`src/rtl/i3c_rx_byte_framer.sv`:
```
// i3c_rx_byte_framer
// Frames the I3C private-write byte stream from the target bus FSM into transfers.
// Bytes go to the 8-to-N width converter through a small first-word-fall-through
// skid FIFO, because the bus side cannot stall. One RX descriptor is emitted per
// transfer, after every byte of that transfer has been accepted by the converter.
//
// Optional feature: define I3C_RX_DESC_CKSUM_EN to put an XOR checksum of all
// counted bytes in desc_data_o[31:24]. Otherwise that field is 8'h00 and no
// checksum register is built.
//
// Ports
//   clk_i, rst_i       clock, asynchronous active-high reset
//   soft_reset_ni      synchronous soft reset, active-low
//   bus_start_i        pulse: private write to this target begins
//   bus_byte_vld_i     pulse: bus_byte_i holds a received byte
//   bus_byte_i         received byte
//   bus_stop_i         pulse: transfer ended (Sr/P)
//   conv_valid_o/ready_i/data_o   byte stream to the converter
//   conv_flush_o       flush the partial converter word
//   desc_valid_o/ready_i/data_o   descriptor: [15:0] count, [16] overflow,
//                      [17] count saturated, [23:18] 0, [31:24] checksum or 0
module i3c_rx_byte_framer #(
  parameter int unsigned Width     = 32,
  parameter int unsigned FifoDepth = 4
) (
  input  logic        clk_i,
  input  logic        rst_i,
  input  logic        soft_reset_ni,
  input  logic        bus_start_i,
  input  logic        bus_byte_vld_i,
  input  logic [7:0]  bus_byte_i,
  input  logic        bus_stop_i,
  output logic        conv_valid_o,
  input  logic        conv_ready_i,
  output logic [7:0]  conv_data_o,
  output logic        conv_flush_o,
  output logic        desc_valid_o,
  input  logic        desc_ready_i,
  output logic [31:0] desc_data_o
);

  localparam int unsigned Bytes = Width / 8;
  localparam int unsigned PtrW  = $clog2(FifoDepth);
  localparam int unsigned CntW  = PtrW + 1;

  typedef enum logic [2:0] {
    S_IDLE,
    S_DATA,
    S_DRAIN,
    S_FLUSH,
    S_DESC
  } state_e;

  state_e          state_q, state_d;
  logic [7:0]      mem_q [FifoDepth];
  logic [PtrW-1:0] wr_ptr_q, wr_ptr_d;
  logic [PtrW-1:0] rd_ptr_q, rd_ptr_d;
  logic [CntW-1:0] fcnt_q, fcnt_d;
  logic [15:0]     cnt_q, cnt_d;
  logic            ovf_q, ovf_d;
  logic            sat_q, sat_d;
  logic [7:0]      cksum;

  logic fifo_empty, fifo_full, pop, byte_in, push;

  // A pop in the same cycle frees a slot, so a full FIFO still takes the byte.
  assign fifo_empty = (fcnt_q == '0);
  assign fifo_full  = (fcnt_q == CntW'(FifoDepth));
  assign pop        = !fifo_empty && conv_ready_i;
  assign byte_in    = (state_q == S_DATA) && bus_byte_vld_i;
  assign push       = byte_in && (!fifo_full || pop);

`ifdef I3C_RX_DESC_CKSUM_EN
  logic [7:0] ck_q, ck_d;
  assign cksum = ck_q;
`else
  assign cksum = 8'h00;
`endif

  // Next-state: transfer FSM, FIFO pointers, byte count and flags
  always_comb begin
    state_d  = state_q;
    wr_ptr_d = wr_ptr_q;
    rd_ptr_d = rd_ptr_q;
    fcnt_d   = fcnt_q;
    cnt_d    = cnt_q;
    ovf_d    = ovf_q;
    sat_d    = sat_q;
`ifdef I3C_RX_DESC_CKSUM_EN
    ck_d     = ck_q;
`endif

    if (push) wr_ptr_d = wr_ptr_q + PtrW'(1);
    if (pop)  rd_ptr_d = rd_ptr_q + PtrW'(1);
    case ({push, pop})
      2'b10:   fcnt_d = fcnt_q + CntW'(1);
      2'b01:   fcnt_d = fcnt_q - CntW'(1);
      default: fcnt_d = fcnt_q;
    endcase

    case (state_q)
      S_IDLE: begin
        if (bus_start_i) begin
          state_d = S_DATA;
          cnt_d   = 16'd0;
          ovf_d   = 1'b0;
          sat_d   = 1'b0;
`ifdef I3C_RX_DESC_CKSUM_EN
          ck_d    = 8'h00;
`endif
        end
      end
      S_DATA: begin
        if (byte_in) begin
          if (push) begin
            if (cnt_q == 16'hFFFF) sat_d = 1'b1;
            else                   cnt_d = cnt_q + 16'd1;
`ifdef I3C_RX_DESC_CKSUM_EN
            ck_d = ck_q ^ bus_byte_i;
`endif
          end else begin
            ovf_d = 1'b1;
          end
        end
        if (bus_stop_i) state_d = S_DRAIN;
      end
      S_DRAIN: begin
        // Flush only once the converter has taken every byte, so no handshake overlaps it.
        if (fifo_empty) begin
          if ((cnt_q % 16'(Bytes)) != 16'd0) state_d = S_FLUSH;
          else                               state_d = S_DESC;
        end
      end
      S_FLUSH: state_d = S_DESC;
      S_DESC: begin
        if (desc_ready_i) state_d = S_IDLE;
      end
      default: state_d = S_IDLE;
    endcase

    // Soft reset discards the transfer in flight, including queued bytes.
    if (!soft_reset_ni) begin
      state_d  = S_IDLE;
      wr_ptr_d = '0;
      rd_ptr_d = '0;
      fcnt_d   = '0;
      cnt_d    = 16'd0;
      ovf_d    = 1'b0;
      sat_d    = 1'b0;
`ifdef I3C_RX_DESC_CKSUM_EN
      ck_d     = 8'h00;
`endif
    end
  end

  // State and control registers
  always_ff @(posedge clk_i or posedge rst_i) begin
    if (rst_i) begin
      state_q  <= S_IDLE;
      wr_ptr_q <= '0;
      rd_ptr_q <= '0;
      fcnt_q   <= '0;
      cnt_q    <= 16'd0;
      ovf_q    <= 1'b0;
      sat_q    <= 1'b0;
`ifdef I3C_RX_DESC_CKSUM_EN
      ck_q     <= 8'h00;
`endif
    end else begin
      state_q  <= state_d;
      wr_ptr_q <= wr_ptr_d;
      rd_ptr_q <= rd_ptr_d;
      fcnt_q   <= fcnt_d;
      cnt_q    <= cnt_d;
      ovf_q    <= ovf_d;
      sat_q    <= sat_d;
`ifdef I3C_RX_DESC_CKSUM_EN
      ck_q     <= ck_d;
`endif
    end
  end

  // FIFO storage; contents are qualified by fcnt_q so no reset is needed
  always_ff @(posedge clk_i) begin
    if (push) mem_q[wr_ptr_q] <= bus_byte_i;
  end

  // Outputs decode registered state only; data is forced to 0 when not valid.
  assign conv_valid_o = !fifo_empty;
  assign conv_data_o  = fifo_empty ? 8'h00 : mem_q[rd_ptr_q];
  assign conv_flush_o = (state_q == S_FLUSH);
  assign desc_valid_o = (state_q == S_DESC);
  assign desc_data_o  = desc_valid_o ? {cksum, 6'd0, sat_q, ovf_q, cnt_q} : 32'd0;

endmodule

```
`config.mk`:
```
export PLATFORM = sky130hd
export DESIGN_NAME = i3c_rx_byte_framer
export DESIGN_NICKNAME = d
export VERILOG_FILES = /design/src/rtl/i3c_rx_byte_framer.sv
export SDC_FILE = /design/constraint.sdc
export NUM_CORES = 1
export LEC_CHECK = 0
export ABC_AREA = 1
export BUFFER_PORTS_ARGS = -buffer_cell sky130_fd_sc_hd__buf_2
export CAP_MARGIN = 20
export CORE_UTILIZATION = 38
export CTS_BUF_LIST = sky130_fd_sc_hd__clkbuf_4
export DETAILED_ROUTE_END_ITERATION = 8
export PLACE_DENSITY_LB_ADDON = 0.05
export SLEW_MARGIN = 20
export SYNTH_ARGS = -nofsm -noshare
export SYNTH_HDL_FRONTEND = slang
export SYNTH_SLANG_ARGS = --single-unit
```
`constraint.sdc`:
```
create_clock -name clk_i -period 2 [get_ports clk_i]
set_input_delay 0.4 -clock clk_i [delete_from_list [all_inputs] [get_ports clk_i]]
set_output_delay 0.4 -clock clk_i [all_outputs]
set_load 0.02 [all_outputs]
```
* Word level (Yosys, flattened, before mapping)
Memory sizes are Yosys's and may differ from the RTL's. Index checks and enable logic that the tools add are counted.
Storage, ports and cells: bits in registers 28, memory bits (writable) 32, input bits 16, output and inout bits 43, logic and storage cells 80, memories 1
Memories:
- mem_q | depth 4, width 8, rd ports 1, clocked after memory_dff 0, wr ports 1, line 55 | logic [7:0] mem_q [FifoDepth];
Operators by class: add/subtract/negate cells 5, equal/unequal tests 21, mux-type cells 33, reduce and logical (&&, ||, !) cells 13
Operators with widths (number):
- 16-bit 2-to-1 mux | 5
- 16-bit case mux with 2 select lines | 1
- 3-bit 2-to-1 mux | 7
- 3-bit != test (second input constant) | 7
- 18-bit 2-to-1 mux | 1
- 16-bit by 1-bit adder with 16-bit output (second input constant) | 1
- 16-bit == test (second input constant) | 1
- 16-bit nonzero test | 1
- 3-bit case mux with 5 select lines | 1
- 1-bit 2-to-1 mux | 10
- 5-bit AND reduction | 2
- 2-bit 2-to-1 mux | 4
- 8-bit 2-to-1 mux | 1
- 4-bit AND reduction | 2
- 3-bit by 2-bit == test with 1-bit output (second input constant) | 2
- 3-bit == test (second input constant) | 2
- 3-bit zero test | 2
- 3-bit by 1-bit != test with 1-bit output (second input constant) | 2
- 3-bit by 2-bit != test with 1-bit output (second input constant) | 2
- 3-bit case mux with 2 select lines | 1
- 2-bit by 1-bit adder with 2-bit output (second input constant) | 2
- 2-bit by 1-bit != test with 1-bit output (second input constant) | 2
- 1-bit case mux with 2 select lines | 2
- 3-bit by 1-bit adder with 3-bit output (second input constant) | 1
- other kinds (7) | 10

* Depth between registers and ports, before layout
Gate-level depths: netlist of run 1.
word-level depth 9, mapped depth 11, depth with buffers taken out 11

* Worst setup path after synthesis of run 1
Ideal clock, no wire load.
path kind flip-flop to flip-flop, start reg fcnt_q[2], end reg fcnt_q[2], library setup time 118 ps, data arrival time 1661 ps, data required time 1882 ps, setup slack 221 ps, stages on the path, launching flop included 11, path buffers 0, period minus slack after synthesis 1779 ps, cell sequence dfrtp_1 inv_1 nand2_1 nand2_1 inv_1 nand2_1 fa_1 xnor2_1 xor2_1 nand3_1 nand2_1
Between the ends: word-level cells in the longest chain between the ends 8, elaborated cells on any way between the ends 14, classes of those cells 2 x add/sub; 4 x eq/ne; 2 x mux; 6 x reduce/logical
RTL lines:
- start, declared | line 58 | logic [CntW-1:0] fcnt_q, fcnt_d;
- start signal, assigned | line 173 | fcnt_q <= fcnt_d;
- 3-bit zero test (*) | line 67 | assign fifo_empty = (fcnt_q == '0);
- 1-bit zero test (*)
- net conv_valid_o | line 33 | output logic conv_valid_o,
- 1-bit logical AND (*) | line 69 | assign pop = !fifo_empty && conv_ready_i;
- 1-bit logical OR | line 71 | assign push = byte_in && (!fifo_full || pop);
- 1-bit logical AND | line 71
- 2-bit by 1-bit == test with 1-bit output or 2-bit == test (tied branches) | line 95 | case ({push, pop})
- 3-bit case mux with 2 select lines | line 95
- 3-bit 2-to-1 mux | line 142 | if (!soft_reset_ni) begin
Mark *: on every way through the listed nets, which the timed path passes. The rest lies on a longest branch. A chain may end at the register's enable or synchronous reset.

* Worst setup path in the final report of run 1
start reg rd_ptr_q[0], end out conv_data_o[7]
Between the ends: word-level cells in the longest chain between the ends 2
RTL lines:
- start, declared | line 57 | logic [PtrW-1:0] rd_ptr_q, rd_ptr_d;
- start signal, assigned | line 172 | rd_ptr_q <= rd_ptr_d;
- memory read 4 x 8 bit
- 8-bit 2-to-1 mux | line 190 | assign conv_data_o = fifo_empty ? 8'h00 : mem_q[rd_ptr_q];
- end, declared | line 35 | output logic [7:0] conv_data_o,
No other way between the ends.

==> impl_metrics.json, run 1 <==
{
  "hpwlAfterDp_um": 5330,
  "drt-met1-wl_um": 3760,
  "first_pass_iters": 4,
  "fin_ws_ns": 0.0772,
  "place_worst_setup_slack_ns": 0.239,
  "dp.cells": 537,
  "top_layer": "met4",
  "drive_above_1_share": 0.236,
  "syn_area_um2": 3330,
  "portBuffers": 44,
  "num_vias": 2586,
  "diodes": 0,
  "setup_viol": 0,
  "rows": 33,
  "regToRegSetupSlack_ns": 0.22,
  "die_w_um": 95.6,
  "vdd_drop_max_uv": 329,
  "finClkSkew_ns": 0.0192,
  "wl_met3_um": 222,
  "die-area_um2": 9150,
  "yosysWarnings": 0,
  "clock_path_buffers": 2,
  "critPathKind": "flop to primary output",
  "numClockSinks": 60,
  "yosys.area.top_type": "edfxtp_1",
  "hold_viol": 0,
  "grt_overflow": 0,
  "wl_met2_um": 3260,
  "clk_latency_ns": 0.40,
  "worst_hold_path_type": "input port to async pin",
  "path_max_fanout": 6,
  "cts_buffers": 9,
  "cts_tree": "yes",
  "grt_first_pass_wirelength_um": 11800,
  "io_pins": 59,
  "synth-seq-cells": 60,
  "grt_max_degree": 29,
  "wl_per_cell_um": 13.1,
  "vias_per_cell": 4.63,
  "postSynthAreaPerCell_um2": 8.65,
  "start_util": 0.399,
  "core-area_um2": 8340,
  "gr-usage-all-layers": 0.177,
  "synth_cell_types": 33,
  "maxCapViolations": 0,
  "start_kind": "flop",
  "antenna_left": 0,
  "routed_wirelength_um": 7330,
  "end_kind": "primary output",
  "dieHeight_um": 95.6,
  "drt_iter0_drc": 85,
  "fin_nets": 471,
  "synth_top_area_frac": 0.288,
  "cts_root_buffer": "clkbuf_4",
  "layout_min_cycle_time_ns": 1.92,
  "fin_cells": 558,
  "synth.top_cells.by_area": "edfxtp_1 (29%), dfrtp_1 (21%), nor2_1 (9.2%), nand2_1 (5.4%), inv_1 (5.1%)",
  "max_freq_mhz": 520,
  "clk_pin_slew_ns": 0.11,
  "ys_seq_area_frac": 0.499,
  "post-route-period-util": 0.961,
  "area_growth_pct": 17.0,
  "outcome": "complete, no violations",
  "grt_pass1_vias": 2353,
  "drcViolationCount": 0,
  "critPathRequiredTime_ns": 1.60,
  "rsz0062_at_grt": "yes",
  "synth_cells": 385,
  "critPathArrivalTime_ns": 1.52,
  "antenna_found_initial": 0,
  "power_density_nw_per_um2": 971,
  "finalMaxSlewViolations": 0,
  "gp_congestion": 0.804,
  "htreeDepth": 3,
  "p_leak_nw": 1.72
}
sequential cells by signal, indices dropped and copies added, names as in the netlist:
name	flops
mem_q	32
rd_ptr_q	2
ovf_q	1
cnt_q	16
sat_q	1
fcnt_q	3
state_q	3
wr_ptr_q	2
repair_timing:
item,in CTS,in global routing
hold endpoints to repair,0,0
cloned,0,0
setup buffers,1,4
hold buffers,0,0
pin swaps,0,2
setup endpoints to repair,26,28
resized for setup,6,14
cell type report:
class / count / area (µm²)
Fill cell: 842 / 4440
Inverter: 48 / 186
Sequential cell: 60 / 1670
Timing Repair Buffer: 63 / 397
Clock buffer: 11 / 82.6
Clock inverter: 5 / 53.8
Multi-Input combinational cell: 266 / 1380
Tap cell: 105 / 131
through the flow:
step	power, mW	util	area [µm²]	TNS (ns)	hold WS, ns
global placement	2.82	0.441	3680	0	0.485
CTS	3.72	0.460	3830	0	0.0463
global route	4.05	0.468	3900	-0.300	0.0807
finish	3.79	0.468	3900	0	0.0613
floorplan	2.46	-	3380	0	0.464
detailed placement	2.83	0.441	3680	0	0.488
where the power goes:
| part | internal (mW) | total, mW | leakage [nW] | switching (mW) |
|---|---|---|---|---|
| registers | 1.42 | 1.49 | 0.669 | 0.0738 |
| clock network | 0.406 | 0.863 | 0.0806 | 0.457 |
| logic | 0.514 | 1.43 | 0.969 | 0.915 |
worst max-delay path: stages, from the launching register on:
cell and delay, ns:
dfrtp_2 0.41, buf_4 0.15, nor2_1 0.05, nor2_1 0.06
o21ai_0 0.08, a21oi_1 0.20, buf_4 0.18
cell usage after synthesis:
cell type   n
ha_1        6
dfrtp_1    28
a31oi_4     1
buf_4      15
o21ai_2     6
nor2_1     82
o22ai_1     3
clkinv_1    2
buf_2       3
fa_1        1
edfxtp_1   32
o21ai_0    33
nand2_1    48
nand2_4     5
nor3_1      6
buf_6       1
nor2_2      2
nor2_8      1
xor2_1     10
inv_1      45
o21a_1      1
nor2_4      2
a21oi_1    10
a21boi_0    1
nand3_4     1
nand4_1     4
clkbuf_1    4
inv_2       1
conb_1      1
xnor2_1     1
buf_1       1
nand2_2     2
nand3_1    26
placed cells by master (no fill, tap or decap), types with 10 or more instances in the layout:
master,Yosys,layout
a21oi_1,10,10
buf_2,3,35
buf_4,15,25
clkbuf_4,0,11
conb_1,1,14
dfrtp_1,28,25
edfxtp_1,32,32
inv_1,45,44
nand2_1,48,48
nand3_1,26,26
nor2_1,82,81
o21ai_0,33,33
xor2_1,10,10
layer usage:
layer,vias to the layer above,global-route usage
li1,1348,-
met1,1180,0.255
met2,49,0.267
met3,9,0.0239
met4,0,0.0709
met5,-,0
path summary, 6_finish.rpt:
path,start,endpoint,depth (start not counted)
max in group asynchronous,rst_i,state_q[1],3
setup / recovery,rd_ptr_q[0],conv_data_o[7],6
min in group clk_i,bus_byte_i[3],mem_q[1][3],1
setup reg to reg,fcnt_q[0],fcnt_q[2],10
hold reg to reg,sat_q,sat_q,1
hold / removal,rst_i,cnt_q[14],3
kinds of logic (layout without fill, tap and decap cells):
| logic type | count (synthesis) | count (layout) | synth area share |
|---|---|---|---|
| and+or+nand+nor | 179 | 179 | 0.244 |
| buffers and inverters | 72 | 127 | 0.101 |
| DFF | 60 | 60 | 0.499 |
| AOI/OAI and AO/OA | 55 | 55 | 0.0969 |
| xor gates and xnor gates | 11 | 11 | 0.0289 |
| adders and majority gates | 7 | 7 | 0.0285 |
| other | 1 | 14 | 0.00113 |
(Power assumes the default switching activity.)
==> run 2: changes to the inputs <==
--- a/config.mk
+++ b/config.mk
@@ -12,6 +12,7 @@
 export CTS_BUF_LIST = sky130_fd_sc_hd__clkbuf_4
 export DETAILED_ROUTE_END_ITERATION = 8
 export PLACE_DENSITY_LB_ADDON = 0.05
+export RECOVER_POWER = 50
 export SLEW_MARGIN = 20
 export SYNTH_ARGS = -nofsm -noshare
 export SYNTH_HDL_FRONTEND = slang
==> impl_metrics.json, run 2 (synthesized netlist as in run 1, its figures left out) <==
{
  "final_cell_mix": "nor2_1 (82), nand2_1 (48), inv_1 (44)",
  "portBuffers": 44,
  "top_regs": "mem_q x32, cnt_q x16",
  "max_freq_mhz": 519,
  "drcViolationCount": 0,
  "final_common_cell": "nor2_1",
  "finalMaxSlewViolations": 29,
  "cts_buffers": 9,
  "relSlewSlack": -0.0714,
  "drt-met1-wl_um": 3740,
  "antenna_found_initial": 0,
  "area_growth_pct": 16.2,
  "grt_pass1_vias": 2353,
  "wl_met3_um": 259,
  "wl_per_cell_um": 13.2,
  "vdd_drop_max_uv": 329,
  "critPathKind": "flop to primary output",
  "wl_met2_um": 3270,
  "setup_viol": 0,
  "drt_iter0_drc": 78,
  "clk_pin_slew_ns": 0.11,
  "post-route-period-util": 0.964,
  "grt_max_degree": 29,
  "die-area_um2": 9150,
  "whs_path_depth": 2,
  "tightestPinTransition_ns": 1.61,
  "clock_path_buffers": 2,
  "cts_root_buffer": "clkbuf_4",
  "outcome": "finished with violations",
  "diodes": 0,
  "critPathArrivalTime_ns": 1.53,
  "fin_cells": 558,
  "path_max_fanout": 10,
  "finClkSkew_ns": 0.0191,
  "dp.cells": 537,
  "violations": "max-capacitance violations, max-slew violations",
  "layout_min_cycle_time_ns": 1.93,
  "power_density_nw_per_um2": 972,
  "cts_tree": "yes",
  "routed_wirelength_um": 7340,
  "rsz0062_at_grt": "yes",
  "post_dp_cell_area_um2": 3680,
  "fin_nets": 471,
  "grt_first_pass_wirelength_um": 11800,
  "gr-usage-all-layers": 0.177,
  "holdBufCountCts": 0,
  "largest_reg_flops": 32,
  "num-fill-cells": 853,
  "ff2ff_path_depth": 6,
  "start_util": 0.399,
  "dieHeight_um": 95.6,
  "die_w_um": 95.6,
  "rows": 33,
  "antenna_left": 0,
  "num_vias": 2575,
  "p_leak_nw": 1.69,
  "core-area_um2": 8340,
  "drive_above_1_share": 0.214,
  "grt_overflow": 0,
  "critPathRequiredTime_ns": 1.60,
  "htreeDepth": 3,
  "vias_per_cell": 4.61,
  "io_pins": 59,
  "top_layer": "met4",
  "gp_congestion": 0.804,
  "start_kind": "flop",
  "first_pass_iters": 6,
  "design_area_um2": 3870,
  "hpwlAfterDp_um": 5330,
  "hold_viol": 0,
  "maxCapViolations": 1,
  "clk_latency_ns": 0.40,
  "numClockSinks": 60,
  "end_kind": "primary output",
  "regMostFlops": "mem_q",
  "tns_ns": 0,
  "worst_hold_path_type": "input port to flop"
}
-- run 2: path summary, 6_finish.rpt --
kind	start	end	slack, ns
max	rd_ptr_q[1]	conv_data_o[7]	0.07
min	bus_stop_i	state_q[0]	0.21
max reg2reg	state_q[2]	mem_q[2][7]	0.13
min reg2reg	sat_q	sat_q	0.51
max in group asynchronous	rst_i	state_q[1]	0.42
min in group asynchronous	rst_i	rd_ptr_q[0]	0.54
-- run 2: metal layers --
layer | GRT usage | vias to the layer above
met5 | 0 | -
met4 | 0.0709 | 0
met3 | 0.0239 | 8
met2 | 0.267 | 57
met1 | 0.255 | 1163
li1 | - | 1347
-- run 2: timing repair --
item / in CTS / in global routing
pin swaps: 0 / 2
cloned: 0 / 0
endpoints found under the setup margin: 26 / 28
buffers inserted: 1 / 4
gates resized for setup: 6 / 14
-- run 2: worst max-delay path: stages (launching register included) --
cell and delay (ns):
dfrtp_1 0.38, clkinv_2 0.17, nor2_1 0.13, o21ai_0 0.08
a21oi_1 0.20, buf_4 0.18
-- run 2: report_power, final --
group	internal, mW	switching (mW)
Clock	0.406	0.457
Combinational	0.502	0.911
Sequential	1.42	0.0668
-- run 2: area by class of cell --
cell class / instances / area, µm² / share of cell area
sequential: 60 / 1670 / 0.430
multi-input combinational: 266 / 1370 / 0.354
timing repair buffer: 63 / 380 / 0.0983
inverter: 48 / 186 / 0.0482
tap: 105 / 131 / 0.0339
clock buffer: 11 / 82.6 / 0.0213
clock inverter: 5 / 53.8 / 0.0139
-- run 2: per-stage QoR --
stage,hold slack [ns],util,total power [mW],worst slack (ns)
finish,0.207,0.464,3.76,0.0720
global route,0.198,0.464,4.03,-0.0547
CTS,0.0463,0.460,3.72,0.00822
detailed placement,0.488,0.441,2.83,0.239
global placement,0.485,0.441,2.82,0.257
floorplan,0.464,-,2.46,0.221
